==> config.mk <==
export PLATFORM = sky130hd
export DESIGN_NAME = pe_norm_pipe
export DESIGN_NICKNAME = d
export VERILOG_FILES = /design/src/rtl/pe_norm_pipe.sv
export SDC_FILE = /design/constraint.sdc
export NUM_CORES = 1
export LEC_CHECK = 0
export ABC_AREA = 1
export BUFFER_PORTS_ARGS = -buffer_cell sky130_fd_sc_hd__buf_2
export CORE_UTILIZATION = 30
export CTS_CLUSTER_DIAMETER = 200
export DETAILED_ROUTE_END_ITERATION = 12
export GPL_ROUTABILITY_DRIVEN = 0
export PLACE_DENSITY = 0.45
export SYNTH_ARGS = -nofsm -noshare
export SYNTH_HDL_FRONTEND = slang
export SYNTH_SLANG_ARGS = --single-unit
==> constraint.sdc <==
create_clock -name clk -period 3.83 [get_ports clk]
set_input_delay 0.766 -clock clk [delete_from_list [all_inputs] [get_ports clk]]
set_output_delay 0.766 -clock clk [all_outputs]
set_load 0.02 [all_outputs]
==> src/rtl/pe_norm_pipe.sv <==
// pe_norm_pipe: two-stage, multi-lane floating-point normaliser (leading-zero shift plus exponent adjust) behind one valid/ready handshake.
`ifndef MANTISSA
`define MANTISSA 23
`endif
`ifndef EXPONENT
`define EXPONENT 8
`endif
module pe_norm_pipe #(
  parameter int MANTISSA = `MANTISSA,
  parameter int EXPONENT = `EXPONENT,
  parameter int LANES = 4,
  parameter int CLAMP = 1
) (
  input  logic                            clk,
  input  logic                            rst,
  input  logic                            in_valid,
  output logic                            in_ready,
  input  logic [LANES*(MANTISSA+1)-1:0]   in_significand,
  input  logic [LANES*EXPONENT-1:0]       in_exponent,
  output logic                            out_valid,
  input  logic                            out_ready,
  output logic [LANES*(MANTISSA+1)-1:0]   out_significand,
  output logic [LANES*EXPONENT-1:0]       out_exponent,
  output logic [LANES-1:0]                out_zero,
  output logic [LANES-1:0]                out_underflow
);
  localparam int SW = MANTISSA + 1;
  localparam int LW = $clog2(MANTISSA + 2);
  localparam int CW = EXPONENT > LW ? EXPONENT : LW;
  function automatic logic [CW-1:0] lzc(input logic [SW-1:0] s);
    lzc = CW'(SW);
    for (int i = 0; i < SW; i++)
      if (s[i]) lzc = CW'(SW - 1 - i);
  endfunction
  logic                  s1_valid, s1_load, s2_load;
  logic [LANES*SW-1:0]   s1_sig, n_sig;
  logic [LANES*EXPONENT-1:0] s1_exp, n_exp;
  logic [LANES*CW-1:0]   s1_lz, in_lz;
  logic [LANES-1:0]      n_zero, n_uf;
  assign s2_load  = !out_valid || out_ready;
  assign s1_load  = !s1_valid || s2_load;
  assign in_ready = !rst && s1_load;
  for (genvar k = 0; k < LANES; k++) begin : g_lane
    logic [CW-1:0] e, lz, sh;
    logic z, u, c;
    assign in_lz[k*CW +: CW] = lzc(in_significand[k*SW +: SW]);
    always_comb begin
      e  = CW'(s1_exp[k*EXPONENT +: EXPONENT]);
      lz = s1_lz[k*CW +: CW];
      z  = s1_sig[k*SW +: SW] == '0;
      u  = !z && lz > e;
      c  = u && CLAMP != 0;
      // a clamped underflow stops shifting once the exponent reaches zero
      sh = c ? e : lz;
    end
    assign n_sig[k*SW +: SW] = z ? '0 : s1_sig[k*SW +: SW] << sh;
    assign n_exp[k*EXPONENT +: EXPONENT] = (z || c) ? '0 : EXPONENT'(e - lz);
    assign n_zero[k] = z;
    assign n_uf[k]   = u;
  end
  always_ff @(posedge clk) begin
    if (rst) begin
      s1_valid        <= 1'b0;
      s1_sig          <= '0;
      s1_exp          <= '0;
      s1_lz           <= '0;
      out_valid       <= 1'b0;
      out_significand <= '0;
      out_exponent    <= '0;
      out_zero        <= '0;
      out_underflow   <= '0;
    end else begin
      if (s1_load) s1_valid <= in_valid;
      if (s1_load && in_valid) begin
        s1_sig <= in_significand;
        s1_exp <= in_exponent;
        s1_lz  <= in_lz;
      end
      if (s2_load) out_valid <= s1_valid;
      if (s2_load && s1_valid) begin
        out_significand <= n_sig;
        out_exponent    <= n_exp;
        out_zero        <= n_zero;
        out_underflow   <= n_uf;
      end
    end
  end
endmodule

==> results.cfg <==
[detailed_routing]
wl_per_cell_microns = 15.9
drt_wl_total_microns = 56800
ant_nets = 0
drt_iter0_drc = 1105
dr.pass1.iters = 5
viasPerCell = 4.93
drc = 0
num_vias = 17633

[global_route]
grt_pass1_vias = 16354
grt_pass1_wl_microns = 89400
grt_max_degree = 145
antenna_found_initial = 5
globalRouteOverflowTotal = 0
grt.total_usage_pct = 19.4

[clock_network]
cts-resized-gates = 0
cts_buffers = 35
ctsHoldBuffers = 0
post_cts_buffers = 0
path_clk_slew_ps = 60
cts_tree = yes
clkLatencyLatePin_ps = 540
cts_root_buffer = clkbuf_16
clockBufferDepth = 3
htree_levels = 2
cts_num_sinks = 286

[synthesis]
synth_warnings = 0
synth.avg_cell_area_sq_um = 6.45
muxShareOfSynthArea_pct = 0.356
synth_top_area_cell = dfxtp_1
synth_top_family_by_area = simple AND/OR/NAND/NOR gates
synthTopCellsByArea = dfxtp_1 34%, nand2_1 16%, nand3_1 8.6%, a21oi_1 8.6%, inv_1 6.0%
ys_seq_area_share_pct = 33.9
synthCells = 2615
synthAdderAreaFrac_pct = 1.96
synth_compound_area_share_pct = 21.1
synth-seq-cells = 286
synth-simple-area-share_pct = 31.1
synth_cell_types = 43
synth_xor_area_share_pct = 0.830
netlist.area_leader.share_pct = 33.9
synth_area_sq_um = 16900
syn_nets = 2771

[cells_and_area]
fin_util_pct = 35.9
final_cell_mix = 699 x nand2_1, 291 x nand3_1, 290 x a21oi_1, 286 x dfxtp_1
multiInputGateArea_sq_um = 9370
area_growth_pct = 17.6
layout_commonest_cell = nand2_1
fin_cells = 3578
regArea_sq_um = 5730
fin_nets = 2961
design_area_sq_um = 19900
n_fill_cell = 6158
drive_gt1_share_pct = 15.4

[placement]
place_ws_ps = 376
hpwl_microns = 43100
place_inst = 3516
portBuffers = 269
place_area_sq_um = 18800

[sta]
tns_ps = 0
drv_slew = 0
hold_viol_final = 0
fmax_ghz = 0.286
timing.final.ws_setup_ps = 338
fin_crit_ps = 3490
tightest_slew_ps = 909
min_period_over_period_pct = 91.2
setup_violations = 0
slew_headroom_pct = 39.4
whs_ps = 460
grt_setup_unrepaired = false
skew_ps = 13.0

[pwr]
cellPowerDensity_nw_per_um2 = 456
leakagePower_nw = 9.10
power.total_mw = 9.06
peakVddDrop_v = 0.000271

[run]
cap_violations = 0

[worst_setup_path]
worst_ep_required_time_ps = 4220
crit_type = reg2reg
worstPathArrival_ps = 3890
cp_max_fo = 26
cp-start-kind = flip-flop
endpoint_kind = flip-flop

[die]
design.core.area_sq_um = 55300
start_util_pct = 30.5
design.die.area_sq_um = 57200
die_w_microns = 239
num_io_pins = 270
die_y_microns = 239
rows = 86

[hold_path]
hold_path.class = reg2reg

[status]
status = finished, final reports clean
## critical path, stage by stage, from the launching register on
cell,delay (ps)
dfxtp_1,420
ha_1,220
inv_1,60
fa_1,390
nand3_1,80
nand3_1,90
nand2_1,100
nand2_1,120
nor3_4,230
nand2_4,140
nand2_2,120
nand2_4,160
inv_2,260
nand2_1,100
nand3_1,80
nand2_1,90
o21ai_0,210
nor2_1,80
o21ai_0,270
a21oi_1,100
## registers in the layout, indices dropped and copies added, names as in the netlist
signal	flops
out_zero	4
s1_exp	32
out_underflow	4
out_significand	96
out_exponent	32
s1_sig	96
s1_lz	20
out_valid	1
s1_valid	1
## worst paths after layout
kind                                                        from                          endpoint  slack [ps]  cells past startpoint
worst max-delay path                       s1_lz[0]$_SDFFE_PP0P_  out_significand[16]$_SDFFE_PP0P_         340                     19
worst min-delay path            out_significand[87]$_SDFFE_PP0P_  out_significand[87]$_SDFFE_PP0P_         460                      2
worst min register to register  out_significand[87]$_SDFFE_PP0P_  out_significand[87]$_SDFFE_PP0P_         460                      2
worst max register to register             s1_lz[0]$_SDFFE_PP0P_  out_significand[16]$_SDFFE_PP0P_         340                     19
## report_power, final
group	switching, mW	internal [mW]	total [mW]
sequential	0.135	3.19	3.33
clock	1.32	1.89	3.21
combinational	1.70	0.816	2.52
## cell usage after synthesis (all sizes together)
cell type / count
a211oi: 8
nor4: 14
o211ai: 55
mux2i: 6
xor2: 15
nand3: 297
o21a: 1
nor2: 98
a21boi: 1
nand4: 51
fa: 4
nor3: 13
dfxtp: 286
a311oi: 4
a31o: 4
a21oi: 290
or2: 15
xnor2: 1
inv: 281
and2: 2
nand2: 714
buf: 64
clkinv: 3
ha: 20
o21ai: 266
a22oi: 8
o31ai: 4
clkbuf: 90
## metal layers
layer	up-vias	GRT usage, %	part of all wire [%]
met4	4	5.56	2.0
met5	-	0	0.037
met2	413	30.7	44
met1	8050	27.4	49
met3	76	2.72	4.7
li1	9090	-	-
## layout make-up
| cell class | instances | share of cell area [%] |
|---|---|---|
| Sequential cell | 286 | 28.8 |
| Inverter | 284 | 5.38 |
| Tap cell | 748 | 4.71 |
| Clock buffer | 53 | 5.12 |
| Multi-Input combinational cell | 1891 | 47.2 |
| Antenna cell | 2 | 0.0252 |
| Clock inverter | 7 | 0.315 |
| Timing Repair Buffer | 307 | 8.42 |
## logic make-up (layout without fill, tap and decap cells)
| kind of cell | Yosys count | in the layout |
|---|---|---|
| simple gates | 1204 | 1204 |
| other cells | 0 | 2 |
| mux | 6 | 6 |
| xor+xnor | 16 | 16 |
| buf+inv | 438 | 651 |
| fa+ha+maj | 24 | 24 |
| flops | 286 | 286 |
| compound gates | 641 | 641 |
Power figures use the tool's default switching activity.
